File: config.mk
export PLATFORM = sky130hd
export DESIGN_NAME = conv_sched
export DESIGN_NICKNAME = d
export VERILOG_FILES = /design/src/rtl/conv_pkg.sv /design/src/rtl/conv_sched.sv
export SDC_FILE = /design/constraint.sdc
export NUM_CORES = 1
export LEC_CHECK = 0
export BUFFER_PORTS_ARGS = -buffer_cell sky130_fd_sc_hd__buf_2
export CAP_MARGIN = 5
export CORE_MARGIN = 2
export CORE_UTILIZATION = 45
export DETAILED_ROUTE_END_ITERATION = 8
export PLACE_DENSITY = 0.69
export REMOVE_ABC_BUFFERS = 1
export SKIP_LAST_GASP = 1
export SLEW_MARGIN = 20
export SYNTH_ARGS = -nofsm -noshare
export SYNTH_HDL_FRONTEND = slang
export SYNTH_SLANG_ARGS = --single-unit
File: constraint.sdc
create_clock -name clk -period 3.4 [get_ports clk]
set_input_delay 0.51 -clock clk [delete_from_list [all_inputs] [get_ports clk]]
set_output_delay 0.51 -clock clk [all_outputs]
set_load 0.005 [all_outputs]
File: src/rtl/conv_pkg.sv
`default_nettype none
// ============================================================================
// conv_pkg
// Shared definitions for the Sobel convolution blocks: frame-scheduler state
// encoding, bank-index width and default engine timeout.
// Revision: 1.0
// ============================================================================
package conv_pkg;

  // Scheduler state encoding (3-bit, stable values shared with later blocks)
  localparam logic [2:0] ST_IDLE    = 3'd0;
  localparam logic [2:0] ST_START   = 3'd1;
  localparam logic [2:0] ST_RUN     = 3'd2;
  localparam logic [2:0] ST_RELEASE = 3'd3;
  localparam logic [2:0] ST_DRAIN   = 3'd4;
  localparam logic [2:0] ST_ERR     = 3'd5;

  typedef enum logic [2:0] {
    S_IDLE    = ST_IDLE,
    S_START   = ST_START,
    S_RUN     = ST_RUN,
    S_RELEASE = ST_RELEASE,
    S_DRAIN   = ST_DRAIN,
    S_ERR     = ST_ERR
  } sched_state_t;

  // Two ping-pong input banks -> one index bit
  localparam int BANK_W = 1;

  // Default hung-engine limit in RUN cycles
  localparam int TIMEOUT_CYCLES_DEF = 1048576;

  // Default frame-counter width
  localparam int CNT_W_DEF = 16;

endpackage : conv_pkg
`default_nettype wire

File: src/rtl/conv_sched.sv
`default_nettype none
// ============================================================================
// conv_sched
// Frame scheduler for the Sobel engine: ping-pong input bank tracking,
// level-held start/done handshake, result back-pressure, frame counting,
// completion interrupt and hung-engine watchdog.
// Revision: 1.0
// ============================================================================
module conv_sched
  import conv_pkg::*;
#(
  parameter int TIMEOUT_CYCLES = TIMEOUT_CYCLES_DEF,
  parameter int CNT_W          = CNT_W_DEF
) (
  input  logic             clk,
  input  logic             rst_n,
  input  logic             enable,
  input  logic             abort,
  output logic             load_ready,
  output logic             load_bank,
  input  logic             load_done,
  output logic             conv_start,
  output logic             conv_bank,
  input  logic             conv_done,
  output logic             out_full,
  input  logic             out_ack,
  output logic             irq,
  output logic [CNT_W-1:0] frames_done,
  output logic             err_load,
  output logic             err_timeout,
  output logic             busy
);

  // Watchdog counter is one bit wider than needed so TIMEOUT_CYCLES-1 always fits
  localparam int              TC_W    = $clog2(TIMEOUT_CYCLES) + 1;
  localparam logic [TC_W-1:0] TC_LAST = TC_W'(TIMEOUT_CYCLES - 1);

  sched_state_t    state;
  logic [1:0]      full;
  logic            wr_ptr;
  logic            rd_ptr;
  logic [TC_W-1:0] tcnt;
  logic            seen_done;

  logic            load_fire;
  logic            release_fire;
  logic            start_ok;

  // Loader view is a pure decode of registered bank state
  assign load_bank  = wr_ptr;
  assign load_ready = ~full[wr_ptr];

  // A load is accepted only when the target bank is empty and no flush is in progress
  assign load_fire    = load_done & load_ready & ~abort;
  // Frame retires on the cycle the engine drops done while in RELEASE
  assign release_fire = (state == S_RELEASE) & ~conv_done & ~abort;
  // Start a frame only when a bank is full, the result slot is free and the engine is idle
  assign start_ok     = enable & full[rd_ptr] & ~out_full & ~conv_done;

  // Bank tracker: load and retire always hit different banks, so both may update together
  always_ff @(posedge clk or negedge rst_n) begin
    if (!rst_n) begin
      full     <= 2'b00;
      wr_ptr   <= 1'b0;
      rd_ptr   <= 1'b0;
      err_load <= 1'b0;
    end else if (abort) begin
      full   <= 2'b00;
      wr_ptr <= 1'b0;
      rd_ptr <= 1'b0;
    end else begin
      if (load_done && !load_ready) begin
        err_load <= 1'b1;
      end
      if (load_fire) begin
        full[wr_ptr] <= 1'b1;
        wr_ptr       <= ~wr_ptr;
      end
      if (release_fire) begin
        full[rd_ptr] <= 1'b0;
        rd_ptr       <= ~rd_ptr;
      end
    end
  end

  // Scheduler FSM with registered handshake, status and counter outputs
  always_ff @(posedge clk or negedge rst_n) begin
    if (!rst_n) begin
      state       <= S_IDLE;
      conv_start  <= 1'b0;
      conv_bank   <= 1'b0;
      out_full    <= 1'b0;
      frames_done <= '0;
      irq         <= 1'b0;
      err_timeout <= 1'b0;
      busy        <= 1'b0;
      tcnt        <= '0;
      seen_done   <= 1'b0;
    end else begin
      irq <= 1'b0;
      // Consumer ack; a same-cycle retire below overrides it
      if (out_ack) begin
        out_full <= 1'b0;
      end
      if (abort) begin
        out_full   <= 1'b0;
        tcnt       <= '0;
        conv_start <= 1'b0;
        unique case (state)
          // Engine may still be busy: wait for its done cycle before idling
          S_START, S_RUN: begin
            state     <= S_DRAIN;
            busy      <= 1'b1;
            seen_done <= conv_done;
          end
          S_DRAIN: begin
            state     <= S_DRAIN;
            busy      <= 1'b1;
            seen_done <= seen_done | conv_done;
          end
          default: begin
            state     <= S_IDLE;
            busy      <= 1'b0;
            seen_done <= 1'b0;
          end
        endcase
      end else begin
        unique case (state)
          S_IDLE: begin
            if (start_ok) begin
              state <= S_START;
              busy  <= 1'b1;
            end
          end
          S_START: begin
            conv_bank  <= rd_ptr;
            conv_start <= 1'b1;
            tcnt       <= '0;
            state      <= S_RUN;
          end
          S_RUN: begin
            if (conv_done) begin
              conv_start <= 1'b0;
              state      <= S_RELEASE;
            end else if (tcnt == TC_LAST) begin
              conv_start  <= 1'b0;
              err_timeout <= 1'b1;
              state       <= S_ERR;
            end else begin
              tcnt <= tcnt + 1'b1;
            end
          end
          S_RELEASE: begin
            if (!conv_done) begin
              out_full    <= 1'b1;
              frames_done <= frames_done + 1'b1;
              irq         <= 1'b1;
              state       <= S_IDLE;
              busy        <= 1'b0;
            end
          end
          S_DRAIN: begin
            if (conv_done) begin
              seen_done <= 1'b1;
            end else if (seen_done) begin
              seen_done <= 1'b0;
              state     <= S_IDLE;
              busy      <= 1'b0;
            end
          end
          S_ERR: begin
            state <= S_ERR;
          end
          default: begin
            state <= S_IDLE;
            busy  <= 1'b0;
          end
        endcase
      end
    end
  end

endmodule : conv_sched
`default_nettype wire

==> results of run 1 <==
placed cells by master, fill, tap and decap left out, drive strengths merged, types with 3 or more instances in the layout:
| cell | instances |
|---|---|
| xnor2 | 15 |
| dfrtp | 52 |
| nand4 | 13 |
| xor2 | 4 |
| nand2 | 23 |
| a21oi | 16 |
| nand3 | 11 |
| nor2 | 28 |
| nor4 | 6 |
| buf | 35 |
| nor3 | 4 |
| or2 | 4 |
| nor3b | 3 |
| and3 | 5 |
| nor2b | 4 |
| or3 | 4 |
| a31oi | 10 |
| and2 | 3 |
| a21o | 3 |
| nand2b | 6 |
| clkbuf | 7 |
| o31ai | 11 |
| inv | 10 |
| o21ai | 13 |
critical path, stage by stage (launching register included):
cell and delay, ns:
dfrtp_1 0.57, or4b_4 0.70, or2_4 0.30, a21oi_4 0.44
a41oi_1 0.19, a31oi_1 0.19
sequential cells by signal, indices dropped and copies added, names as in the netlist:
signal and flops:
conv_bank 1, busy 1, rd_ptr 1, full 2, conv_start 1, err_load 1
state 3, tcnt 21, err_timeout 1, out_full 1, seen_done 1, load_bank 1
irq 1, frames_done 16
metal layers:
metal | vias to the layer above | wire length [µm] | track usage
li1 | 1124 | - | -
met2 | 42 | 2790 | 0.287
met3 | 7 | 232 | 0.0368
met1 | 1119 | 2900 | 0.251
met5 | - | 0 | 0
met4 | 0 | 65 | 0.0551
power groups by stage:
stage	registers [mW]	clock network (mW)	logic, mW
after global routing	0.689	0.497	0.171
final	0.682	0.462	0.150
after floorplan	0.688	0	0.0909
after detailed placement	0.693	0	0.151
after global placement	0.693	0	0.147
after CTS	0.682	0.471	0.151
final cells by class:
cell class | instances | area [µm²] | area share
repair buffers | 35 | 185 | 0.0591
well taps | 75 | 93.8 | 0.0300
clock inverters | 1 | 30.0 | 0.00958
multi-input cells | 216 | 1390 | 0.443
inverters | 10 | 37.5 | 0.0120
flip-flops and latches | 52 | 1300 | 0.415
clock buffers | 7 | 96.3 | 0.0308
final timing paths:
check / startpoint / to / slack (ns) / cells past startpoint
max in group asynchronous: rst_n / out_full$_DFF_PN0_ / 2.34 / 2
min in group clk: out_ack / out_full$_DFF_PN0_ / 0.47 / 3
setup reg to reg: state[2]$_DFFE_PN0P_ / tcnt[12]$_DFFE_PN0P_ / 0.93 / 5
hold reg to reg: frames_done[15]$_DFFE_PN0P_ / frames_done[15]$_DFFE_PN0P_ / 0.47 / 1
setup / recovery: state[2]$_DFFE_PN0P_ / tcnt[12]$_DFFE_PN0P_ / 0.93 / 5
hold / removal: rst_n / tcnt[3]$_DFFE_PN0P_ / 0.33 / 1
through the flow:
| step | hold WS, ns | power (mW) |
|---|---|---|
| floorplan | 0.214 | 0.779 |
| global placement | 0.451 | 0.840 |
| detailed placement | 0.458 | 0.844 |
| CTS | 0.364 | 1.30 |
| global route | 0.410 | 1.36 |
| finish | 0.326 | 1.29 |
logic make-up (layout without fill, tap and decap cells):
family	after synthesis	in the layout	share of synthesized area
fa+ha+maj	2	2	0.00890
buf+inv	25	53	0.0427
mux	4	4	0.0151
simple gates	118	118	0.232
compound gates	73	73	0.179
flops	52	52	0.463
xor+xnor	19	19	0.0592
==> flow_metrics.tcl, run 1 <==
set metrics [dict create \
    grt_setup_unrepaired "false" \
    n_antenna_cell 0 \
    power.share.switching 0.253 \
    fraction_of_layout_instances_using_a_drive_strength_above_1 0.178 \
    static-leakage-power_nw 1.44 \
    net-switching-power_mw 0.327 \
    number_of_flops_mapped_to_enable_cells_by_yosys 0 \
    endpoint_kind "register" \
    synth_cell_type_count 59 \
    post-route-drc-count 0 \
    ys_seq_elements 52 \
    final_antenna_net_count 0 \
    floorplan.rows 28 \
    dr.pass1.iters 4 \
    power_per_cell_area_nw_per_um2 413 \
    placed_area_um2 3010 \
    post_synth_main_area_contributors "dfrtp_1, xnor2_1, nor2_1" \
    maximum_clock_rate_mhz 404 \
    cp-start-kind "register" \
    syn-instance-count 293 \
    maximum_vdd_drop_mv 0.250 \
    netlist_top_cells_count "dfrtp_1, nor2_1, nand2_1, a21oi_1, xnor2_1" \
    timing.critical_path.arrival_ns 2.70 \
    number_of_antenna_violations_at_the_first_check_in_global_routing 0 \
    clockRootBuffer "clkbuf_8" \
    sequential_fraction_of_the_synthesis_area 0.463 \
    maxSlewViolCount 0 \
    layout_setup_ws_ns 0.928 \
    timing_worst_slew_pin_value_ns 0.907 \
    fillerInstances 542 \
    critical_path.max_fanout 22 \
    finalNonFillerCells 396 \
    area_growth_pct 11.5 \
    wire_length_per_cell_after_detailed_routing_um 15.1 \
    layout.core_utilization 0.523 \
    portBuffers 31 \
    die_h_um 83.0 \
    numPlacedInstances 388 \
    cts_buffers 5 \
    postSynth.topFlopCell "dfrtp_1" \
    layout_min_cycle_time_ns 2.47 \
    initial_utilization 0.469 \
    detail_route.wirelength_mm 5.99 \
    setup_tns_ns 0 \
    final_cell_area_um2 3130 \
    cts_tree "built" \
    grt_start_max_net_pins 42 \
    synth_largest_area_cell "dfrtp_1" \
    die_area_um2 6890 \
    gp_congestion 0.819 \
    die_width_um 83.0 \
    result_of_the_run "finished clean" \
    dr.first_iter.drc_count 168 \
    clock_tree.htree_level_count 2 \
    grt.total_usage 0.181 \
    max-slew-margin-rel 0.395 \
    critical_path_data_required_time_ns 3.63 \
    vias_in_the_first_global_route 2179 \
    layout_worst_path_cycle_share 0.727 \
    synthesized_cell_area_um2 2810 \
    clock-sinks 52 \
    internal_power_mw 0.966 \
    path_clk_slew_ns 0.09 \
    syn_avg_cell_area_um2 9.59 \
    dp_hpwl_mm 4.18 \
    finalNetCount 329 \
    hold_viol_final 0 \
    synthesis.yosys.warnings 0 \
    worst-setup-path-type "register to register" \
    clk-insertion-delay-late_ns 0.31 \
    share_comb_of_total_power 0.116 \
    async_reset_ff_frac 1.00 \
    place_worst_setup_slack_ns 0.771 \
    floorplan.io_pins 32 \
    cts_post_setup_buffers_inserted 0 \
    cts_hold_buf 0 \
    skew_ns 0.00515 \
    core_region_area_um2 5990 \
    cts.path.max_buffers 2 \
    synth.most_common_cell "dfrtp_1" \
    setup-violations-final 0 \
    power_frac_seq 0.527 \
    synth_top_area_frac 0.463 \
    post_cts_resize_count 0 \
    routed-via-count 2292 \
    power_frac_clock 0.357 \
    grt-ovfl-total 0 \
    grt_pass1_wl_mm 10.4 \
    hold_path.class "input pin to async pin" \
    viasPerCell 5.79 \
    max-cap-violations 0 \
]
No activity file was read; power rests on OpenSTA's default activity.
==> run 2, diff against run 1 <==
==> constraint.sdc (replaced) <==
create_clock -name clk -period 2.3 [get_ports clk]
set_input_delay 0.345 -clock clk [delete_from_list [all_inputs] [get_ports clk]]
set_output_delay 0.345 -clock clk [all_outputs]
set_load 0.005 [all_outputs]
==> run 2 against run 1 <==
  * Hold slack lost 0.30 ns
  * Wire length is 0.84% lower
  * Sequential share of layout area is 0.77 points lower
  * Total power increased by 37%
  * Critical path type unchanged
  * Largest cell class unchanged
  * Flip-flop and latch count unchanged
==> flow_metrics.tcl, run 2 (synthesized netlist as in run 1, its figures left out) <==
set metrics [dict create \
    endpoint_kind "register" \
    clock_tree.htree_level_count 2 \
    grt_setup_unrepaired "false" \
    timing.critical_path.arrival_ns 2.33 \
    share_comb_of_total_power 0.152 \
    routed-via-count 2329 \
    top_register "tcnt" \
    detail_route.wirelength_mm 5.94 \
    n_antenna_cell 0 \
    largest_regs "tcnt (21), frames_done (16), state (3)" \
    setup-violations-final 0 \
    fillerInstances 541 \
    mostFrequentLayoutCells "dfrtp_1, buf_2, nor2_1, nand2_1, buf_4" \
    critical_path.max_fanout 10 \
    clock-sinks 52 \
    cts_hold_buf 0 \
    hold_path.class "input pin to async pin" \
    power_frac_clock 0.294 \
    setup_tns_ns 0 \
    vias_in_the_first_global_route 2343 \
    grt.total_usage 0.185 \
    internal_power_mw 1.28 \
    layout_worst_path_cycle_share 0.929 \
    area_growth_pct 13.6 \
    net-switching-power_mw 0.496 \
    finalNetCount 341 \
    number_of_antenna_violations_at_the_first_check_in_global_routing 0 \
    grt_pass1_wl_mm 10.8 \
    result_of_the_run "finished clean" \
    gp_congestion 0.845 \
    wire_length_per_cell_after_detailed_routing_um 14.6 \
    cts_tree "built" \
    final_cell_area_um2 3190 \
    clk-insertion-delay-late_ns 0.30 \
    path_clk_slew_ns 0.09 \
    die_h_um 83.0 \
    timing_worst_slew_pin_value_ns 0.756 \
    floorplan.io_pins 32 \
    maximum_clock_rate_mhz 468 \
    cp-start-kind "register" \
    initial_utilization 0.469 \
    power.share.switching 0.279 \
    largest_register_ffs 21 \
    hold_viol_final 0 \
    dp_hpwl_mm 4.37 \
    die_area_um2 6890 \
    static-leakage-power_nw 1.48 \
    maxSlewViolCount 0 \
    critical_path_data_required_time_ns 2.49 \
    max-cap-violations 0 \
    grt-ovfl-total 0 \
    grt_start_max_net_pins 27 \
    cts.path.max_buffers 2 \
    final_antenna_net_count 0 \
    core_region_area_um2 5990 \
    portBuffers 31 \
    dr.pass1.iters 4 \
    clockRootBuffer "clkbuf_8" \
    fraction_of_layout_instances_using_a_drive_strength_above_1 0.207 \
    power_per_cell_area_nw_per_um2 556 \
    layout.cells.most_common "dfrtp_1" \
    layout_min_cycle_time_ns 2.14 \
    post-route-drc-count 0 \
    maximum_vdd_drop_mv 0.302 \
    worst-setup-path-type "register to register" \
    skew_ns 0.00722 \
    max-slew-margin-rel 0.496 \
    placed_area_um2 3090 \
    cts_buffers 5 \
    viasPerCell 5.71 \
    die_width_um 83.0 \
    power_frac_seq 0.554 \
    dr.first_iter.drc_count 142 \
    floorplan.rows 28 \
]
run 2: cell types whose count changed in the layout (fill, tap and decap cells not counted), sizes merged:
cell	previous run	this run
buf	35	47
bufinv	1	0
clkinvlp	0	1
clkinv	0	1
clkbuf	7	6
run 2: timing repair:
item                                    in CTS  in global routing
gates resized for setup                      0                  1
endpoints found under the setup margin       0                 21
buffers inserted                             0                  1
run 2: layout make-up:
type,count,area [µm²],share of cell area
Tap cell,75,93.8,0.0294
Sequential cell,52,1300,0.408
Clock buffer,6,72.6,0.0227
Multi-Input combinational cell,216,1400,0.437
Timing Repair Buffer,47,275,0.0862
Clock inverter,2,16.3,0.00510
Inverter,10,37.5,0.0118
run 2: worst paths after layout:
kind,start,endpoint,slack [ns],cells past startpoint
max in group asynchronous,rst_n,tcnt[15]$_DFFE_PN0P_,1.61,2
setup / recovery,tcnt[0]$_DFFE_PN0P_,tcnt[18]$_DFFE_PN0P_,0.16,8
min in group clk,out_ack,out_full$_DFF_PN0_,0.30,3
setup reg to reg,tcnt[0]$_DFFE_PN0P_,tcnt[18]$_DFFE_PN0P_,0.16,8
hold reg to reg,frames_done[15]$_DFFE_PN0P_,frames_done[15]$_DFFE_PN0P_,0.47,1
hold / removal,rst_n,err_load$_DFFE_PN0P_,0.03,1
run 2: per-stage QoR:
stage | std cells | setup WS, ns | hold slack [ns] | total power [mW] | util
finish | 408 | 0.164 | 0.0254 | 1.78 | 0.533
global route | 408 | 0.00291 | 0.0709 | 1.86 | 0.533
CTS | 407 | 0.0707 | 0.0471 | 1.79 | 0.530
detailed placement | 399 | 0.0995 | 0.379 | 1.27 | 0.516
global placement | 399 | 0.178 | 0.378 | 1.26 | 0.516
floorplan | 278 | 0.0321 | 0.0494 | 1.15 | -
run 2: power by group through the flow:
stage	registers [mW]	logic, mW	clock network [mW]
CTS	0.984	0.272	0.539
floorplan	1.02	0.134	0
global route	0.990	0.305	0.567
finish	0.984	0.270	0.521
detailed placement	1.00	0.272	0
global placement	0.999	0.265	0
run 2: worst max-delay path: stages, from the launching register on:
cell	delay, ns
dfrtp_1	0.43
ha_1	0.27
nand4_1	0.09
buf_4	0.15
or2_1	0.18
nor4_2	0.07
buf_4	0.17
or2_2	0.31
a221o_1	0.35
run 2: per-layer routing:
layer / part of all wire / vias up / GRT usage / routed length, µm
met3: 0.047 / 6 / 0.0388 / 280
met2: 0.46 / 56 / 0.300 / 2730
li1: - / 1150 / - / -
met4: 0.0084 / 0 / 0.0507 / 50
met1: 0.48 / 1117 / 0.254 / 2870
met5: 0 / - / 0 / 0
